### config.mk
export PLATFORM = sky130hd
export DESIGN_NAME = regfile_scrub_param_flat
export DESIGN_NICKNAME = d
export VERILOG_FILES = /design/src/rtl/regfile_scrub_param_if.sv /design/src/rtl/regfile_scrub_param.sv /design/src/flat_wrapper.sv
export SDC_FILE = /design/constraint.sdc
export NUM_CORES = 1
export LEC_CHECK = 0
export BUFFER_PORTS_ARGS = -buffer_cell sky130_fd_sc_hd__buf_4
export CORE_UTILIZATION = 53
export CTS_CLUSTER_DIAMETER = 60
export CTS_CLUSTER_SIZE = 8
export DETAILED_ROUTE_END_ITERATION = 10
export PLACE_DENSITY = 0.71
export SLEW_MARGIN = 20
export SYNTH_ARGS = -nofsm -noshare
export SYNTH_HDL_FRONTEND = slang
export SYNTH_SLANG_ARGS = --single-unit
### constraint.sdc
create_clock -name CLK -period 8.54 [get_ports CLK]
set_input_delay 0.427 -clock CLK [delete_from_list [all_inputs] [get_ports CLK]]
set_output_delay 0.427 -clock CLK [all_outputs]
set_load 0.1 [all_outputs]
### src/rtl/regfile_scrub_param_if.sv
// Register-file access bus: write port, two read addresses, and registered read/status returns.
// The decode/writeback side uses the master modport; the register file uses the slave modport.
interface regfile_scrub_param_if #(
  parameter int DATA_W = 32,
  parameter int ADDR_W = 5
);
  logic              RegWr;
  logic [ADDR_W-1:0] Writad;
  logic [DATA_W-1:0] Writedata;
  logic [ADDR_W-1:0] Readad1;
  logic [ADDR_W-1:0] Readad2;
  logic [DATA_W-1:0] Read1;
  logic [DATA_W-1:0] Read2;
  logic              Ready;
  logic              WrDrop;

  modport master (
    output RegWr, Writad, Writedata, Readad1, Readad2,
    input  Read1, Read2, Ready, WrDrop
  );

  modport slave (
    input  RegWr, Writad, Writedata, Readad1, Readad2,
    output Read1, Read2, Ready, WrDrop
  );
endinterface

### src/rtl/regfile_scrub_param.sv
// 2-read/1-write register file with registered reads, optional hardwired-zero entry and post-reset scrub.
// Define REGFILE_BYPASS_EN to forward same-cycle write data to a matching read port.
module regfile_scrub_param #(
  parameter int DATA_W   = 32,
  parameter int ADDR_W   = 5,
  parameter int ZERO_REG = 1
) (
  input logic                  CLK,
  input logic                  RESET,
  regfile_scrub_param_if.slave bus
);
  localparam int DEPTH = 1 << ADDR_W;

  typedef enum logic {SCRUB, RUN} state_t;

  state_t            state_q, state_d;
  logic [ADDR_W-1:0] scrub_cnt_q, scrub_cnt_d;
  logic              ready_q, ready_d;
  logic              wr_drop_q, wr_drop_d;

  logic [DATA_W-1:0] mem [DEPTH];
  logic              mem_we;
  logic [ADDR_W-1:0] mem_waddr;
  logic [DATA_W-1:0] mem_wdata;
  logic              user_wr;

  assign user_wr = bus.RegWr & ready_q;

  always_ff @(posedge CLK or posedge RESET) begin
    if (RESET) begin
      state_q     <= SCRUB;
      scrub_cnt_q <= '0;
      ready_q     <= 1'b0;
      wr_drop_q   <= 1'b0;
    end else begin
      state_q     <= state_d;
      scrub_cnt_q <= scrub_cnt_d;
      ready_q     <= ready_d;
      wr_drop_q   <= wr_drop_d;
    end
  end

  // The scrub owns the single write port until Ready, so user writes are dropped meanwhile.
  always_comb begin
    state_d     = state_q;
    scrub_cnt_d = scrub_cnt_q;
    ready_d     = ready_q;
    wr_drop_d   = bus.RegWr & ~ready_q;
    mem_we      = 1'b0;
    mem_waddr   = bus.Writad;
    mem_wdata   = bus.Writedata;
    case (state_q)
      SCRUB: begin
        mem_we      = 1'b1;
        mem_waddr   = scrub_cnt_q;
        mem_wdata   = '0;
        scrub_cnt_d = scrub_cnt_q + 1'b1;
        if (scrub_cnt_q == {ADDR_W{1'b1}}) begin
          state_d = RUN;
          ready_d = 1'b1;
        end
      end
      RUN: begin
        mem_we = user_wr && !((ZERO_REG != 0) && (bus.Writad == '0));
      end
      default: state_d = SCRUB;
    endcase
  end

  always_ff @(posedge CLK) begin
    if (mem_we) begin
      mem[mem_waddr] <= mem_wdata;
    end
  end

  logic [ADDR_W-1:0] raddr [2];
  assign raddr[0] = bus.Readad1;
  assign raddr[1] = bus.Readad2;

  for (genvar gi = 0; gi < 2; gi++) begin : g_rd
    logic [DATA_W-1:0] rd_d, rd_q;

    // Zero-entry and not-ready gating are applied last so they override the bypass.
    always_comb begin
      rd_d = mem[raddr[gi]];
`ifdef REGFILE_BYPASS_EN
      if (user_wr && (raddr[gi] == bus.Writad)) begin
        rd_d = bus.Writedata;
      end
`endif
      if (!ready_q || ((ZERO_REG != 0) && (raddr[gi] == '0))) begin
        rd_d = '0;
      end
    end

    always_ff @(posedge CLK or posedge RESET) begin
      if (RESET) begin
        rd_q <= '0;
      end else begin
        rd_q <= rd_d;
      end
    end
  end

  assign bus.Read1  = g_rd[0].rd_q;
  assign bus.Read2  = g_rd[1].rd_q;
  assign bus.Ready  = ready_q;
  assign bus.WrDrop = wr_drop_q;
endmodule

### src/flat_wrapper.sv
// flat-port wrapper written by rule: the top's interface ports become plain ports
module regfile_scrub_param_flat 
#(
  parameter int DATA_W   = 32,
  parameter int ADDR_W   = 5,
  parameter int ZERO_REG = 1
)
  (CLK, RESET, bus_RegWr, bus_Writad, bus_Writedata, bus_Readad1, bus_Readad2, bus_Read1, bus_Read2, bus_Ready, bus_WrDrop);
  regfile_scrub_param_if #(.DATA_W(DATA_W), .ADDR_W(ADDR_W)) bus_i ();
  input logic CLK;
  input logic RESET;
  input wire logic [$bits(bus_i.RegWr)-1:0] bus_RegWr;
  input wire logic [$bits(bus_i.Writad)-1:0] bus_Writad;
  input wire logic [$bits(bus_i.Writedata)-1:0] bus_Writedata;
  input wire logic [$bits(bus_i.Readad1)-1:0] bus_Readad1;
  input wire logic [$bits(bus_i.Readad2)-1:0] bus_Readad2;
  output wire logic [$bits(bus_i.Read1)-1:0] bus_Read1;
  output wire logic [$bits(bus_i.Read2)-1:0] bus_Read2;
  output wire logic [$bits(bus_i.Ready)-1:0] bus_Ready;
  output wire logic [$bits(bus_i.WrDrop)-1:0] bus_WrDrop;
  assign bus_i.RegWr = bus_RegWr;
  assign bus_i.Writad = bus_Writad;
  assign bus_i.Writedata = bus_Writedata;
  assign bus_i.Readad1 = bus_Readad1;
  assign bus_i.Readad2 = bus_Readad2;
  assign bus_Read1 = bus_i.Read1;
  assign bus_Read2 = bus_i.Read2;
  assign bus_Ready = bus_i.Ready;
  assign bus_WrDrop = bus_i.WrDrop;
  regfile_scrub_param #(.DATA_W(DATA_W), .ADDR_W(ADDR_W), .ZERO_REG(ZERO_REG)) u_core (.CLK(CLK), .RESET(RESET), .bus(bus_i));
endmodule
==> results.ini, run 1 <==
[status]
status = complete, no violations

[floorplanning]
initial_core_util_pct = 53.4
fp.coreArea_um2 = 93300
fp.dieH_um = 309
die_area_um2 = 95300
ioPinCount = 116
die_w_um = 309
rows = 112

[clock_network]
ctsHoldBuffers = 2
numCtsBuffers = 155
clock_sinks = 1096
clockRootBuffer = clkbuf_16
clockBufferDepth = 3
clkLatencyLatePin_ns = 0.77
cts_tree = done
cts.clk_slew.worst_paths_ns = 0.05
cts_setup_buffers = 0
cts_resized = 0
cts-htree-levels = 4

[synth]
avgSynthCellArea_um2 = 19.5
synthFlopType = edfxtp_1
synth_simple_gate_area_share_pct = 2.59
synthXorXnorAreaFrac_pct = 0.0527
syn_nets = 2615
synth_area_um2 = 49900
ys_seq_area_share_pct = 65.3
synth_top_family_by_area = multiplexers
syn_inst = 2563
synth.yosys.warnings = 0
ys_ff_latch = 1096
synthAdderAreaFrac_pct = 0.0502
async_reset_ff_share_pct = 6.57
synth_cell_type_count = 52
synth-edff-count = 1024
synth_compound_area_share_pct = 3.52
muxShareOfSynthArea_pct = 26.3

[place]
dp_cells = 3806
hpwl_um = 85600
dp_slack_ns = 4.75
placed_cell_area_um2 = 52100
numPortBuffers = 115
place.gp.congestion = 0.863

[critical_path]
startpoint_type = register
end_kind = register
critical_path_class = reg2reg
cp.arrival_ns = 4.25
r2r_cells = 7
required_ns = 8.94
critPathMaxFanout = 25

[grt]
grt_max_degree = 107
grtUsageTotal_pct = 32.1
grt_pass1_vias = 29600
grt-ovfl-total = 0
grt_pass1_wl_um = 214000
antenna_found_initial = 4

[final_layout]
syn_to_final_growth_pct = 13.7
nets = 2766
stdcell_area_um2 = 56700
drive_gt1_share_pct = 32.3
fin_cells = 4081
fill_cells = 6600

[min_path]
whs_path_depth = 3
hp-class = in2reg

[timing]
drv_slew = 0
worst_pin_slew_ns = 1.19
finalSetupTns_ns = 0
min_period_ns = 3.85
fmax_mhz = 260
hold_viol = 0
worst_slack_ns = 4.69
rsz0062_at_grt = no
fin_skew_ns = 0.0301
whs_ns = 0.122
max_slew_margin_pct = 20.2
setup_viol = 0
post-route-period-util_pct = 45.1

[routing]
vias = 29200
vias_per_cell = 7.15
routedWlPerCell_um = 36.8
drtIter0Drc = 4276
dr.pass1.iters = 5
drc = 0
routed_wl_um = 150000
antenna_left = 0

[pwr]
cellPowerDensity_nw_per_um2 = 228
ir_drop_v = 0.000249
p_leak_nw = 19.0

[flow_run]
drv_cap = 0

[power breakdown]
group / switching, mW / internal, mW
registers: 0.0542 / 5.94
logic: 0.842 / 0.386
clock network: 2.26 / 3.43
total: 3.15 / 9.75
[metrics by stage]
step                      total power [mW]  util [%]
after floorplan                       6.91         -
after global placement                7.28      55.8
after detailed placement              7.30      55.9
after CTS                             12.9      60.7
after global routing                  13.2      60.8
final                                 12.9      60.8
[cells in the final DEF (no fill, tap or decap), drive strengths merged, types with 2 or more instances in the layout]
master and n:
a211o 23, a211oi 9, a21oi 25, a22oi 60, a31oi 23, and2 35
buf 186, clkbuf 255, clkinv 9, dfrtp 72, dlygate4sd3 2, edfxtp 1024
ha 2, inv 9, mux2 45, mux2i 299, mux4 428, nand2 62
nand2b 4, nand3 46, nand3b 3, nand4 10, nor2 40, nor2b 18
nor3 10, o21ai 2, o221ai 31, o22a 22, o22ai 32, or2 20
or3 2, xnor2 3
[routing by layer]
layer | up-vias | GRT usage [%] | wire length (um)
met4 | 2 | 11.7 | 5220
met1 | 15500 | 43.9 | 55600
met5 | - | 0 | 11
li1 | 11200 | - | -
met2 | 2136 | 49.5 | 70100
met3 | 349 | 9.43 | 19300
[cell families after synthesis]
| group | count (synthesis) |
|---|---|
| XOR/XNOR | 3 |
| multiplexers | 772 |
| adder cells (fa/ha/maj) | 2 |
| AND/OR/NAND/NOR | 255 |
| buffers and inverters | 198 |
| flip-flops | 1096 |
| AO/OA/AOI/OAI | 237 |
[worst max-delay path, stage by stage (launching register included)]
cell	delay, ns
dfrtp_1	0.82
buf_4	0.46
inv_1	0.17
a2111oi_0	0.61
o21ai_1	0.10
buf_4	0.23
nor2_4	0.62
buf_4	0.47
[synthesized netlist by cell type (all sizes together) (22+ instances only)]
library cell,instances,area (um2)
o221ai,31,272
clkbuf,63,241
o22ai,32,200
mux4,428,9640
nor2,40,150
a211o,23,201
edfxtp,1024,30700
dfrtp,72,1800
a31oi,23,144
a21oi,25,125
buf,131,830
nand2,62,233
mux2,45,507
and2,35,219
o22a,22,193
mux2i,299,2990
a22oi,60,450
nand3,46,230
[worst paths after layout]
kind	start	to	slack [ns]
worst max-delay path	u_core.state_q	u_core.mem[20][22]	4.69
worst min-delay path	bus_Readad2[3]	u_core.bus.Read2[5]	0.12
worst max register to register	u_core.state_q	u_core.mem[20][22]	4.69
worst min register to register	u_core.scrub_cnt_q[0]	u_core.scrub_cnt_q[0]	0.52
max in group asynchronous	RESET	u_core.bus.Read2[23]	6.90
min in group asynchronous	RESET	u_core.bus.Read2[17]	0.32
[cell type report]
class                   count  area, um2  area share (%)
clock inverters            14        190           0.335
diodes                      1       2.50         0.00441
multi-input cells        1269      16500            29.2
repair buffers            188       1530            2.70
clock buffers             255       4320            7.61
flip-flops and latches   1096      32600            57.4
well taps                1254       1570            2.77
inverters                   4       17.5          0.0309
[flip-flops by register name (all words and copies together), names as in the netlist]
signal              cells
u_core.scrub_cnt_q      5
u_core.bus.Ready        1
u_core.state_q          1
u_core.bus.Read1       32
u_core.bus.Read2       32
u_core.bus.WrDrop       1
u_core.mem           1024
No activity file was read; power rests on OpenSTA's default activity.
==> run 2: changes to the inputs <==
- clock period: 8.54 -> 4 ns (I/O delays scaled with it)
==> run 2 against run 1 <==
Via count increased by 0.69%. Clock skew decreased by 0.0052 ns. Critical endpoint is now u_core.mem[12][18]. Flip-flop and latch count unchanged. Power increased by 120%. Design area increased by 1.4%. Register-to-register slack got worse by 3.8 ns. Utilization increased by 0.83 points. Routed wire length increased by 0.21%. Count of clock-buffer cells in the layout increased by 17. Largest cell class unchanged. Non-clock buffer count increased by 51.
==> results.ini, run 2 (same netlist as run 1, synthesis figures left out) <==
[grt]
grt-ovfl-total = 0  ; unchanged
top_usage_layer = met2
met1_usage_pct = 44.9  ; +1.0 points
antenna_found_initial = 8  ; +4
met3_usage_pct = 8.82  ; -0.62 points
grtUsageTotal_pct = 32.3  ; +0.12 points
grt_max_degree = 98  ; -8.4%
grt_pass1_wl_um = 215000  ; +0.79%
grt_pass1_vias = 29900  ; +0.95%
grtUsageMet2_pct = 48.9  ; -0.56 points

[flow_run]
drv_cap = 0  ; unchanged

[timing]
hold_viol = 0  ; unchanged
rsz0062_at_grt = no
post-route-period-util_pct = 79.0  ; +34 points
finalSetupTns_ns = 0  ; unchanged
drv_slew = 0  ; unchanged
min_period_ns = 3.16  ; -0.695 ns
worst_pin_slew_ns = 1.24  ; +0.0491 ns
fmax_mhz = 317  ; +22%
max_slew_margin_pct = 17.2  ; -3.1 points
fin_skew_ns = 0.0249  ; -0.00518 ns
setup_viol = 0  ; unchanged

[routing]
drtIter0Drc = 4361  ; +2.0%
antenna_left = 0  ; unchanged
vias_per_cell = 7.09  ; -0.87%
drc = 0  ; unchanged
vias = 29400  ; +0.69%
routed_wl_um = 150000  ; +0.21%
dr.pass1.iters = 6  ; +1
routedWlPerCell_um = 36.3  ; -1.3%

[min_path]
hp-class = in2reg

[critical_path]
required_ns = 4.44  ; -4.50 ns
cpPeakStageDelay_ns = 0.75  ; -0.07 ns
startpoint_type = register
crit_slowest_cell = nor2_4
end_kind = register
critical_path_class = reg2reg
cp_top_family = simple AND/OR/NAND/NOR gates
crit_buf_inv = 3  ; -1
critical_path.cell_chain = inv_1 > a2111oi_0 > o21ai_1 > buf_4 > nor2_4 > buf_12
cp.arrival_ns = 3.60  ; -0.65 ns
critPathMaxFanout = 16  ; -36%

[final_layout]
final_cell_mix = 1024 x edfxtp_1, 428 x mux4_2, 299 x mux2i_1
fin_cells = 4145  ; +1.6%
regMostFlops = u_core.mem
nets = 2819  ; +1.9%
register_area_um2 = 32600  ; unchanged
mostFrequentLayoutCell = edfxtp_1
largest_reg_flops = 1024  ; unchanged
multi_input_area_um2 = 16500  ; about the same
drive_gt1_share_pct = 33.3  ; +0.96 points
fill_cells = 6518  ; -1.2%
syn_to_final_growth_pct = 15.3

[floorplanning]
die_w_um = 309  ; unchanged
ioPinCount = 116  ; unchanged
fp.coreArea_um2 = 93300  ; unchanged
initial_core_util_pct = 53.4  ; unchanged
fp.dieH_um = 309  ; unchanged
die_area_um2 = 95300  ; unchanged
rows = 112  ; unchanged

[place]
place.gp.congestion = 0.907  ; +5.1%
numPortBuffers = 115  ; unchanged
hpwl_um = 91900  ; +7.4%
dp_cells = 3859  ; +1.4%

[clock_network]
cts.clk_slew.worst_paths_ns = 0.05  ; about the same
clockBufferDepth = 3  ; unchanged
cts_tree = done
clock_sinks = 1096  ; unchanged
clockRootBuffer = clkbuf_16
clkLatencyLatePin_ns = 0.75  ; -0.02 ns
numCtsBuffers = 157  ; +1.3%
cts-htree-levels = 4  ; unchanged

[pwr]
p_leak_nw = 19.4  ; +1.9%
ir_drop_v = 0.000452  ; +82%
cellPowerDensity_nw_per_um2 = 485  ; +110%

[status]
status = complete, no violations

==> run 2: changes by cell type in the layout (fill, tap and decap cells not counted), sizes merged <==
cell         change
buf             +50
clkbuf          +17
clkinv           -5
bufinv           +1
diode            +1
dlygate4sd3      +1
inv              -1
==> run 2: final cells by class <==
| cell class | count | share of cell area (%) |
|---|---|---|
| flip-flops and latches | 1096 | 56.6 |
| clock inverters | 9 | 0.200 |
| repair buffers | 239 | 3.84 |
| clock buffers | 272 | 7.84 |
| multi-input cells | 1269 | 28.7 |
| well taps | 1254 | 2.73 |
| inverters | 4 | 0.0305 |
| diodes | 2 | 0.00870 |
==> run 2: per-layer routing <==
metal,vias to the layer above,share of wire [%]
met5,-,0.029
met1,15500,37
li1,11300,-
met2,2119,47
met4,4,3.9
met3,374,12
==> run 2: final timing paths <==
| kind | cells after the start | endpoint | slack (ns) | start |
|---|---|---|---|---|
| worst min register to register | 1 | u_core.scrub_cnt_q[0] | 0.51 | u_core.scrub_cnt_q[0] |
| worst min-delay path | 5 | u_core.bus.Read1[20] | 0.07 | bus_Readad1[4] |
| max in group asynchronous | 4 | u_core.bus.Read2[3] | 2.84 | RESET |
| min in group asynchronous | 3 | u_core.bus.Read2[10] | 0.18 | RESET |
| worst max register to register | 6 | u_core.mem[12][18] | 0.84 | u_core.state_q |
| worst max-delay path | 6 | u_core.mem[12][18] | 0.84 | u_core.state_q |
==> run 2: metrics by stage <==
stage | power (mW) | instance area, um2 | hold WS [ns] | utilization [%] | worst slack [ns]
finish | 27.9 | 57500 | 0.0696 | 61.6 | 0.842
global placement | 15.6 | 52800 | 0.417 | 56.6 | 0.950
CTS | 27.9 | 57500 | 0.0290 | 61.6 | 0.915
detailed placement | 15.6 | 52800 | 0.430 | 56.6 | 0.935
global route | 28.5 | 57500 | 0.0496 | 61.6 | 0.767
floorplan | 14.8 | 49900 | 0.338 | - | 0.178
==> run 2: power breakdown <==
group          internal [mW]  switching [mW]  total (mW)
Combinational          0.850            1.82        2.67
Clock                   7.63            4.82        12.4
Sequential              12.7           0.100        12.8
==> run 2: timing repair <==
action | CTS | global route
buffers inserted | 0 | 0
gates resized for setup | 0 | 0
hold buffers | 3 | 0
endpoints found under the hold margin | 49 | 0
==> run 2: worst register-to-register path, cell delays in order (launching register included) <==
cell	delay [ns]
dfrtp_1	0.67
inv_1	0.21
a2111oi_0	0.60
o21ai_1	0.12
buf_4	0.23
nor2_4	0.75
buf_12	0.26
